## src/rtl/ipsxe_floating_point_segmented_adder_v1_0.sv

```systemverilog
// ---------------------------------------------------------------------------
// ipsxe_floating_point_segmented_adder_v1_0
// Pipelined wide two's-complement adder/subtractor. The W = SEG_WIDTH*SEG_NUM
// bit operands are split into SEG_NUM segments, each added in its own stage
// with the inter-segment carry registered, so no carry chain exceeds SEG_WIDTH.
//
// Parameters : SEG_WIDTH (>=2), SEG_NUM (>=1), OUT_REG (0/1)
// Ports      : i_clk, i_rst_n (async, active-low), i_ce (global enable),
//              i_valid, i_sub (0: A+B, 1: A-B), i_a, i_b (W-bit signed)
//              o_valid, o_sum (W), o_cout (MSB carry, 1 = no borrow on sub),
//              o_ovf (signed overflow)
// Latency    : SEG_NUM + OUT_REG enabled cycles.
// Option     : `define IPSXE_FLOATING_POINT_SEGADD_SATURATE_EN to saturate
//              o_sum on signed overflow (default: wrapped result).
// ---------------------------------------------------------------------------
module ipsxe_floating_point_segmented_adder_v1_0 #(
   parameter int unsigned SEG_WIDTH = 24,
   parameter int unsigned SEG_NUM   = 3,
   parameter int unsigned OUT_REG   = 1
) (
   input  logic                         i_clk,
   input  logic                         i_rst_n,
   input  logic                         i_ce,
   input  logic                         i_valid,
   input  logic                         i_sub,
   input  logic [SEG_WIDTH*SEG_NUM-1:0] i_a,
   input  logic [SEG_WIDTH*SEG_NUM-1:0] i_b,
   output logic                         o_valid,
   output logic [SEG_WIDTH*SEG_NUM-1:0] o_sum,
   output logic                         o_cout,
   output logic                         o_ovf
);

   localparam int unsigned SW = SEG_WIDTH;
   localparam int unsigned W  = SEG_WIDTH * SEG_NUM;

   // Subtract is A + ~B + 1; the +1 enters as the segment-0 carry-in.
   logic [W-1:0]       b_op_c;
   logic [SEG_NUM-1:0] carry_w;
   logic [W-1:0]       sum_w;
   logic               ovf_w;
   logic [SEG_NUM-1:0] valid_q;
`ifdef IPSXE_FLOATING_POINT_SEGADD_SATURATE_EN
   logic               sign_w;
`endif

   assign b_op_c = i_sub ? ~i_b : i_b;

   // Valid shift register, same depth as the segment pipeline.
   always_ff @(posedge i_clk or negedge i_rst_n) begin
      if (!i_rst_n) begin
         valid_q <= '0;
      end else if (i_ce) begin
         valid_q[0] <= i_valid;
         for (int k = 1; k < int'(SEG_NUM); k++) begin
            valid_q[k] <= valid_q[k-1];
         end
      end
   end

   for (genvar j = 0; j < SEG_NUM; j++) begin : g_seg
      localparam int unsigned DSK = SEG_NUM - 1 - j;

      logic [SW-1:0] a_in;
      logic [SW-1:0] b_in;
      logic          cin;
      logic [SW-1:0] lo_c;
      logic [1:0]    hi_c;
      logic [SW-1:0] ps_q;
      logic          c_q;

      // Skew: segment j waits j cycles so it meets the carry of segment j-1.
      if (j == 0) begin : g_head
         assign a_in = i_a[SW-1:0];
         assign b_in = b_op_c[SW-1:0];
         assign cin  = i_sub;
      end else begin : g_skew
         logic [SW-1:0] a_sk_q [j];
         logic [SW-1:0] b_sk_q [j];

         always_ff @(posedge i_clk or negedge i_rst_n) begin
            if (!i_rst_n) begin
               for (int k = 0; k < j; k++) begin
                  a_sk_q[k] <= '0;
                  b_sk_q[k] <= '0;
               end
            end else if (i_ce) begin
               a_sk_q[0] <= i_a[j*SW +: SW];
               b_sk_q[0] <= b_op_c[j*SW +: SW];
               for (int k = 1; k < j; k++) begin
                  a_sk_q[k] <= a_sk_q[k-1];
                  b_sk_q[k] <= b_sk_q[k-1];
               end
            end
         end

         assign a_in = a_sk_q[j-1];
         assign b_in = b_sk_q[j-1];
         assign cin  = carry_w[j-1];
      end

      // Split add: lower SW-1 bits first so the carry into the MSB is visible.
      assign lo_c = {1'b0, a_in[SW-2:0]} + {1'b0, b_in[SW-2:0]} + SW'(cin);
      assign hi_c = 2'(a_in[SW-1]) + 2'(b_in[SW-1]) + 2'(lo_c[SW-1]);

      always_ff @(posedge i_clk or negedge i_rst_n) begin
         if (!i_rst_n) begin
            ps_q <= '0;
            c_q  <= 1'b0;
         end else if (i_ce) begin
            ps_q <= {hi_c[0], lo_c[SW-2:0]};
            c_q  <= hi_c[1];
         end
      end

      assign carry_w[j] = c_q;

      // Top segment also produces the overflow flag and the A sign.
      if (j == SEG_NUM - 1) begin : g_tail
         logic ovf_q;
`ifdef IPSXE_FLOATING_POINT_SEGADD_SATURATE_EN
         logic sign_q;
`endif
         always_ff @(posedge i_clk or negedge i_rst_n) begin
            if (!i_rst_n) begin
               ovf_q  <= 1'b0;
`ifdef IPSXE_FLOATING_POINT_SEGADD_SATURATE_EN
               sign_q <= 1'b0;
`endif
            end else if (i_ce) begin
               ovf_q  <= hi_c[1] ^ lo_c[SW-1];
`ifdef IPSXE_FLOATING_POINT_SEGADD_SATURATE_EN
               sign_q <= a_in[SW-1];
`endif
            end
         end
         assign ovf_w  = ovf_q;
`ifdef IPSXE_FLOATING_POINT_SEGADD_SATURATE_EN
         assign sign_w = sign_q;
`endif
      end

      // Deskew: early segments wait until the top segment of the same
      // transaction has been computed.
      if (DSK == 0) begin : g_nodsk
         assign sum_w[j*SW +: SW] = ps_q;
      end else begin : g_dsk
         logic [SW-1:0] dk_q [DSK];

         always_ff @(posedge i_clk or negedge i_rst_n) begin
            if (!i_rst_n) begin
               for (int k = 0; k < int'(DSK); k++) begin
                  dk_q[k] <= '0;
               end
            end else if (i_ce) begin
               dk_q[0] <= ps_q;
               for (int k = 1; k < int'(DSK); k++) begin
                  dk_q[k] <= dk_q[k-1];
               end
            end
         end

         assign sum_w[j*SW +: SW] = dk_q[DSK-1];
      end
   end

   // Result selection (saturation mux only exists when enabled).
   logic [W-1:0] res_sum_c;
`ifdef IPSXE_FLOATING_POINT_SEGADD_SATURATE_EN
   assign res_sum_c = !ovf_w ? sum_w :
                      sign_w ? {1'b1, {(W-1){1'b0}}} : {1'b0, {(W-1){1'b1}}};
`else
   assign res_sum_c = sum_w;
`endif

   if (OUT_REG != 0) begin : g_oreg
      logic         valid_o_q;
      logic [W-1:0] sum_o_q;
      logic         cout_o_q;
      logic         ovf_o_q;

      always_ff @(posedge i_clk or negedge i_rst_n) begin
         if (!i_rst_n) begin
            valid_o_q <= 1'b0;
            sum_o_q   <= '0;
            cout_o_q  <= 1'b0;
            ovf_o_q   <= 1'b0;
         end else if (i_ce) begin
            valid_o_q <= valid_q[SEG_NUM-1];
            sum_o_q   <= res_sum_c;
            cout_o_q  <= carry_w[SEG_NUM-1];
            ovf_o_q   <= ovf_w;
         end
      end

      assign o_valid = valid_o_q;
      assign o_sum   = sum_o_q;
      assign o_cout  = cout_o_q;
      assign o_ovf   = ovf_o_q;
   end else begin : g_nooreg
      assign o_valid = valid_q[SEG_NUM-1];
      assign o_sum   = res_sum_c;
      assign o_cout  = carry_w[SEG_NUM-1];
      assign o_ovf   = ovf_w;
   end

endmodule

```

## config.mk

```make
export PLATFORM = sky130hd
export DESIGN_NAME = ipsxe_floating_point_segmented_adder_v1_0
export DESIGN_NICKNAME = d
export VERILOG_FILES = /design/src/rtl/ipsxe_floating_point_segmented_adder_v1_0.sv
export SDC_FILE = /design/constraint.sdc
export NUM_CORES = 1
export LEC_CHECK = 0
export ABC_AREA = 0
export BUFFER_PORTS_ARGS = -buffer_cell sky130_fd_sc_hd__buf_2
export CORE_UTILIZATION = 55
export DETAILED_ROUTE_END_ITERATION = 10
export GPL_TIMING_DRIVEN = 0
export PLACE_DENSITY = 0.83
export SLEW_MARGIN = 20
export SYNTH_ARGS = -nofsm -noshare
export SYNTH_HDL_FRONTEND = slang
export SYNTH_SLANG_ARGS = --single-unit
export TNS_END_PERCENT = 20
```

## constraint.sdc

```tcl
create_clock -name i_clk -period 8.6 [get_ports i_clk]
set_clock_uncertainty 0.2 [all_clocks]
set_input_delay 0.43 -clock i_clk [delete_from_list [all_inputs] [get_ports i_clk]]
set_output_delay 0.43 -clock i_clk [all_outputs]
set_load 0.01 [all_outputs]
```

==> out/results.tsv, run 1 <==
metric	value	unit
routed_via_density	5.70	
ys_ff_latch	370	
grt_max_degree	104	
ant_nets	0	
hold_depth	3	
drv_cap	0	
power_density	281	mW/mm^2
max_slew_margin	39.7	%
min_period	4.38	ns
via_count	12400	
portBuffers	221	
finalPower	5.92	mW
async_flop_share	100	%
overflow	0	
place_inst	2052	
setup_viol	0	
drive_gt1_share	32.5	%
drc_errors	0	
max_freq	228	MHz
cts_setup_buffers	0	
syn2layout_area_growth	20.2	%
final_cells	2177	
grt_pass1_vias	13000	
h-tree-depth	2	
synth_edf_count	0	
dp_hpwl	30100	um
n_fill_cell	2187	
outcome	finished, final reports clean	
mappedNetlistArea	0.0175	mm^2
p_leak	9.34	nW
antenna_found_initial	0	
worstRegToRegCells	12	
wl_per_cell	19.8	um
cts_buffers	38	
cts_hold_buf	59	
final_common_cell	dfrtp_1	
synth.area.top_cells	dfrtp_1 (53%), mux2_2 (19%), ha_1 (4.7%)	
grt_setup_unrepaired	false	
yosys.area.top_type	dfrtp_1	
drv_slew	0	
synth_ff_type	dfrtp_1	
cp-end-kind	register	
io_pins	224	
hold_violations	0	
ctsLongestPathBuffers	3	
worstPathArrival	4.58	ns
start_kind	input port	
avgSynthCellArea	12.2	um^2
layout_common_cells	dfrtp_1 (370), mux2_2 (291), buf_2 (221), a21oi_1 (113), xnor2_1 (85)	
whs	0.00802	ns
firstDrtPassIters	7	
clockRootBuffer	clkbuf_16	
die_h	180	um
cts_sinks	370	
die_area	0.0326	mm^2
insertion_delay	0.51	ns
synth-seq-area-share	52.9	%
syn_nets	1654	
irDropWorstVdd	0.219	mV
synth_warnings	0	
routabilityCongestion	0.924	
synthCells	1431	
ys_types	53	
rows	64	
tightestPinTransition	0.904	ns
synth_top_cell_area_share	52.9	%
grtUsageTotal	26.9	%
die_w	180	um
worst_ep_required_time	8.79	ns
critical_path_class	input port to register	
clk_pin_slew	0.06	ns
core_area	0.0310	mm^2
worstHoldPathType	input port to register	
cp_max_fo	10	
initial_core_util	56.5	%
wirelength	43100	um
insertedDiodeCount	0	
period_share	51.0	%
drt_iter0_drc	837	
tritoncts	yes	
cts_resized	0	
grt_pass1_wl	69300	um
nets	1978	
-- Yosys cell counts, types with 12 or more instances --
cell type and count:
nand2_1 66, dfrtp_1 370, inv_1 25, xor2_1 43, mux2_2 291, xnor2_1 85, o21ai_0 58, clkbuf_1 57
a21oi_1 113, nand3_1 12, ha_1 66, nor2_1 79, a21o_1 26
-- cell families (layout without fill, tap and decap cells) --
kind of cell    after synthesis  count (layout)  share of synthesized area [%]
buf+inv                      94             444                           2.02
fa+ha+maj                    74              74                           5.63
flops                       370             370                           52.9
mux                         292             292                           18.8
xor+xnor                    128             128                           6.40
simple gates                209             209                           5.28
compound gates              264             264                           9.03
-- power by group --
group	internal, mW	switching (mW)	leakage (nW)
sequential	2.30	0.315	4.30
combinational	0.852	0.833	4.43
clock	0.962	0.660	0.601
-- cell type report --
| cell class | instances | area [um^2] | area share (%) |
|---|---|---|---|
| sequential | 370 | 9260 | 44.0 |
| multi-input combinational | 967 | 7900 | 37.5 |
| timing repair buffer | 284 | 1820 | 8.63 |
| clock buffer | 56 | 1120 | 5.32 |
| tap | 396 | 495 | 2.35 |
| buffer | 69 | 260 | 1.24 |
| clock inverter | 10 | 109 | 0.517 |
| inverter | 25 | 93.8 | 0.446 |
-- flip-flops by register name, indices dropped and copies added (netlist names) --
name                 count
o_cout                   1
g_seg.b_in              48
g_seg.ps_q              72
g_seg.g_dsk.dk_q        72
o_sum                   72
g_seg.c_q                3
g_seg.g_skew.a_sk_q     24
o_ovf                    1
valid_q                  3
g_seg.g_skew.b_sk_q     24
o_valid                  1
g_seg.a_in              48
g_seg.g_tail.ovf_q       1
-- metal layers --
layer	wire length, um	global-route usage [%]	part of all wire [%]
met5	0	0	0
met4	1280	8.58	3.0
met3	2330	4.12	5.4
met2	20700	44.3	48
met1	18800	36.8	44
-- final timing paths --
check,startpoint,end,slack (ns)
worst max-delay path,i_sub,g_seg[0].ps_q[23]$_DFFE_PN0P_,4.22
worst min-delay path,i_b[39],g_seg[1].b_in[15]$_DFFE_PN0P_,0.008
worst max register to register,g_seg[0].c_q$_DFFE_PN0P_,g_seg[1].ps_q[23]$_DFFE_PN0P_,5.22
worst min register to register,g_seg[2].ps_q[23]$_DFFE_PN0P_,g_seg[2].ps_q[23]$_DFFE_PN0P_,0.29
max in group asynchronous,i_rst_n,o_sum[64]$_DFFE_PN0P_,6.60
min in group asynchronous,i_rst_n,o_sum[0]$_DFFE_PN0P_,0.17
-- critical path, cell delays in order --
cell	delay [ns]
buf_2	0.37
buf_1	0.72
xor2_1	0.19
ha_1	0.33
nand2_1	0.05
o21ai_1	0.27
a31oi_1	0.23
o21ai_1	0.39
a21boi_0	0.23
nor3_1	0.21
nor2_1	0.05
o21ai_0	0.33
fa_1	0.49
mux2_2	0.27
-- through the flow --
stage	setup TNS, ns	setup slack [ns]	instance area (um^2)	util, %
after global routing	0	3.98	21100	67.9
after global placement	-0.182	-0.00565	19100	61.7
after CTS	0	4.23	21100	67.9
after floorplan	0	4.83	17500	-
after detailed placement	0	3.72	19200	62.1
final	0	4.22	21100	67.9
No activity file was read; power rests on OpenSTA's default activity.
==> inputs of run 2 (changes only) <==
Settings changed: CORE_UTILIZATION 55 to 53, PLACE_DENSITY 0.83 to 0.84.
Clock period 8.6 ns to 3.7 ns, I/O delays scaled along.
==> out/results.tsv, run 2 (synthesis gave the netlist of run 1 again) <==
metric	value	unit
tritoncts	yes	
grtUsageTotal	27.2	%
start_kind	input port	
cp-end-kind	register	
firstDrtPassIters	5	
cp_max_fo	10	
h-tree-depth	2	
grt_max_degree	97	
critical_path_class	input port to register	
grt_setup_unrepaired	false	
ctsLongestPathBuffers	3	
final_cells	2269	
irDropWorstVdd	0.432	mV
placed_area	0.0193	mm^2
routed_via_density	5.63	
worst_ep_required_time	3.90	ns
ant_nets	0	
cts_sinks	370	
hold_violations	0	
dp_hpwl	30600	um
die_h	184	um
clockRootBuffer	clkbuf_16	
grt_pass1_wl	71000	um
via_count	12800	
p_clk_share	27.0	%
max_freq	287	MHz
layout_common_cells	dfrtp_1 (370), mux2_2 (291), buf_2 (221), a21oi_1 (113), dlygate4sd3_1 (105)	
worstHoldPathType	input port to async pin	
wl_per_cell	19.9	um
seq_power_share	44.1	%
insertion_delay	0.52	ns
core_area	0.0325	mm^2
final_area	0.0216	mm^2
outcome	finished, final reports clean	
clk_pin_slew	0.07	ns
io_pins	224	
power_density	639	mW/mm^2
drv_cap	0	
finish.utilization	66.3	%
sw_frac_of_total	31.1	%
intPower	9.50	mW
p_leak	9.54	nW
routabilityCongestion	0.946	
place_inst	2098	
drt_iter0_drc	761	
drc_errors	0	
tns	0	ns
busiest_layer	met2	
max_slew_margin	43.9	%
power_frac_comb	28.9	%
min_period	3.48	ns
grt_pass1_vias	13200	
p_sw	4.29	mW
wirelength	45100	um
final_common_cell	dfrtp_1	
antenna_found_initial	1	
drv_slew	0	
die_area	0.0338	mm^2
syn2layout_area_growth	23.2	%
portBuffers	221	
grt_util_met1	35.2	%
initial_core_util	53.8	%
rows	66	
tightestPinTransition	0.841	ns
die_w	184	um
nets	2025	
cts_buffers	39	
finalPower	13.8	mW
met3_usage	3.31	%
use_met2	46.7	%
setup_viol	0	
overflow	0	
period_share	94.0	%
drive_gt1_share	32.1	%
worstPathArrival	3.68	ns
run 2: cell type report:
cell class / instances / area, um^2
Timing Repair Buffer: 330 / 2280
Multi-Input combinational cell: 967 / 7910
Sequential cell: 370 / 9260
Clock inverter: 14 / 111
Tap cell: 442 / 553
Fill cell: 2436 / 11000
Antenna cell: 1 / 2.50
Inverter: 25 / 93.8
Buffer: 69 / 272
Clock buffer: 51 / 1090
run 2: path summary, 6_finish.rpt:
check	from	to	slack, ns	cells past startpoint
max	i_sub	g_seg[0].ps_q[23]$_DFFE_PN0P_	0.22	14
min	i_rst_n	o_sum[3]$_DFFE_PN0P_	0.004	2
max reg2reg	g_seg[0].c_q$_DFFE_PN0P_	g_seg[1].c_q$_DFFE_PN0P_	0.28	12
min reg2reg	g_seg[2].ps_q[23]$_DFFE_PN0P_	g_seg[2].ps_q[23]$_DFFE_PN0P_	0.28	2
max in group asynchronous	i_rst_n	g_seg[2].g_skew.a_sk_q[34]$_DFFE_PN0P_	2.03	4
min in group i_clk	i_b[1]	g_seg[0].ps_q[1]$_DFFE_PN0P_	0.08	5
run 2: power by group through the flow:
stage / logic [mW] / registers, mW / clock network (mW)
global placement: 3.68 / 6.04 / 0
floorplan: 2.45 / 6.06 / 0
CTS: 3.96 / 6.06 / 3.79
finish: 3.99 / 6.07 / 3.73
global route: 4.36 / 6.21 / 3.94
detailed placement: 3.82 / 6.12 / 0
run 2: routing by layer:
layer | routed length (um) | part of all wire, % | vias to the layer above
met2 | 22500 | 50 | 445
li1 | - | - | 5791
met1 | 18900 | 42 | 6426
met5 | 0 | 0 | -
met4 | 1790 | 4.0 | 0
met3 | 1910 | 4.2 | 121
run 2: worst max-delay path, cell delays in order:
cell and delay [ns]:
buf_2 0.32, clkbuf_4 0.33, xor2_1 0.17, ha_1 0.25
clkbuf_1 0.23, a21o_1 0.28, a211oi_1 0.27, o21ai_2 0.16
a21boi_1 0.24, nor3_1 0.08, nor2_1 0.18, o21ai_0 0.16
fa_1 0.53, mux2_2 0.29
run 2: what timing repair did:
item / CTS / global route
hold buffers: 105 / 0
gates cloned: 0 / 0
gates resized for setup: 6 / 6
setup buffers: 0 / 0
hold endpoints to repair: 241 / 0
setup endpoints to repair: 2 / 2
run 2: stage by stage:
stage | hold slack (ns) | setup WS [ns]
after floorplan | -0.311 | 0.173
after global placement | 0.198 | -4.59
after detailed placement | -0.0480 | -0.807
after CTS | 0.00431 | 0.0958
after global routing | 0.0329 | 0.0623
final | 0.00431 | 0.222
==> inputs of run 3 (changes only) <==
Settings changed: REMOVE_ABC_BUFFERS set to 1.
==> out/results.tsv, run 3 (synthesis gave the netlist of run 1 again) <==
metric	value	unit
routed_via_density	5.46	
portBuffers	223	
wirelength	38000	um
clockRootBuffer	clkbuf_16	
die_h	184	um
grt_setup_unrepaired	false	
start_kind	register	
wl_per_cell	17.1	um
cts_buffers	41	
firstDrtPassIters	5	
max_freq	289	MHz
hold_violations	0	
max_slew_margin	55.6	%
cp_max_fo	4	
tightestPinTransition	0.666	ns
antenna_found_initial	4	
period_share	93.5	%
worstPathArrival	3.67	ns
die_area	0.0338	mm^2
final_common_cell	dfrtp_1	
core_area	0.0325	mm^2
grt_max_degree	102	
h-tree-depth	2	
setup_viol	0	
initial_core_util	53.8	%
via_count	12100	
whs	0.00929	ns
dp_hpwl	24000	um
worst_ep_required_time	3.91	ns
tns	0	ns
tritoncts	yes	
critical_path_class	register to register	
outcome	finished, final reports clean	
drv_slew	0	
drc_errors	0	
cts_sinks	370	
layout_common_cells	dfrtp_1 (370), mux2_2 (291), buf_2 (220), a21oi_1 (113), dlygate4sd3_1 (109)	
nets	1968	
rows	66	
grtUsageTotal	22.8	%
cp-end-kind	register	
routabilityCongestion	0.882	
grt_pass1_wl	62500	um
overflow	0	
finish.utilization	66.4	%
ant_nets	0	
n_fill_cell	2293	
insertion_delay	0.53	ns
syn2layout_area_growth	23.3	%
worstHoldPathType	input port to async pin	
worstRegToRegCells	12	
irDropWorstVdd	0.354	mV
seq_area	0.00926	mm^2
grt_pass1_vias	12700	
multi_input_area	0.00790	mm^2
finalPower	13.9	mW
io_pins	224	
clk_pin_slew	0.06	ns
p_leak	9.59	nW
min_period	3.46	ns
drv_cap	0	
drt_iter0_drc	696	
drive_gt1_share	33.6	%
die_w	184	um
ctsLongestPathBuffers	3	
power_density	643	mW/mm^2
-- run 3: per-layer routing --
layer  track usage, %  vias up  wire length [um]
met5                0        -                10
met4             10.0        2              1420
met3             4.38      112              1910
met2             39.0      378             18800
met1             28.2     5929             15800
li1                 -     5713                 -
-- run 3: worst max-delay path, stage by stage, from the launching register on --
cell and delay [ns]:
dfrtp_1 0.35, inv_1 0.11, fa_1 0.21, inv_1 0.06, fa_1 0.42, a211oi_1 0.28
o21ai_0 0.24, o211ai_1 0.48, o31a_1 0.32, nand2b_1 0.08, a21oi_1 0.22, xnor2_1 0.13
mux2_2 0.27
-- run 3: report_power, final --
group | internal, mW | switching (mW) | total, mW | leakage [nW]
clock | 2.35 | 1.62 | 3.96 | 0.665
sequential | 5.34 | 0.698 | 6.03 | 4.30
combinational | 2.02 | 1.88 | 3.90 | 4.62
-- run 3: layout make-up --
cell class | count | area share [%]
timing repair buffer | 340 | 11.4
sequential | 370 | 42.9
antenna | 4 | 0.0463
clock buffer | 54 | 5.54
clock inverter | 19 | 0.608
tap | 442 | 2.56
inverter | 25 | 0.434
multi-input combinational | 967 | 36.6
-- run 3: repair_timing --
| item | in CTS | in global routing |
|---|---|---|
| hold endpoints to repair | 280 | 0 |
| buffers inserted | 0 | 0 |
| hold buffers | 109 | 0 |
| gates resized for setup | 0 | 1 |
| setup endpoints to repair | 0 | 1 |
-- run 3: worst paths after layout --
path,from,end,slack [ns]
worst max-delay path,g_seg[0].c_q$_DFFE_PN0P_,g_seg[1].ps_q[18]$_DFFE_PN0P_,0.24
worst min-delay path,i_rst_n,g_seg[1].g_dsk.dk_q[5]$_DFFE_PN0P_,0.009
worst max register to register,g_seg[0].c_q$_DFFE_PN0P_,g_seg[1].ps_q[18]$_DFFE_PN0P_,0.24
worst min register to register,g_seg[2].ps_q[7]$_DFFE_PN0P_,g_seg[2].ps_q[7]$_DFFE_PN0P_,0.28
max in group asynchronous,i_rst_n,g_seg[2].ps_q[15]$_DFFE_PN0P_,1.47
min in group i_clk,i_a[22],g_seg[0].ps_q[22]$_DFFE_PN0P_,0.03
-- run 3: metrics by stage --
step	setup WS, ns	std cells	cell area (um^2)
6_report	0.240	2221	21600
5_1_grt	0.0274	2218	21600
4_1_cts	0.179	2217	21600
3_5_place_dp	-0.233	2035	19200
3_3_place_gp	-7.19	2027	18900
2_1_floorplan	0.772	1362	17300
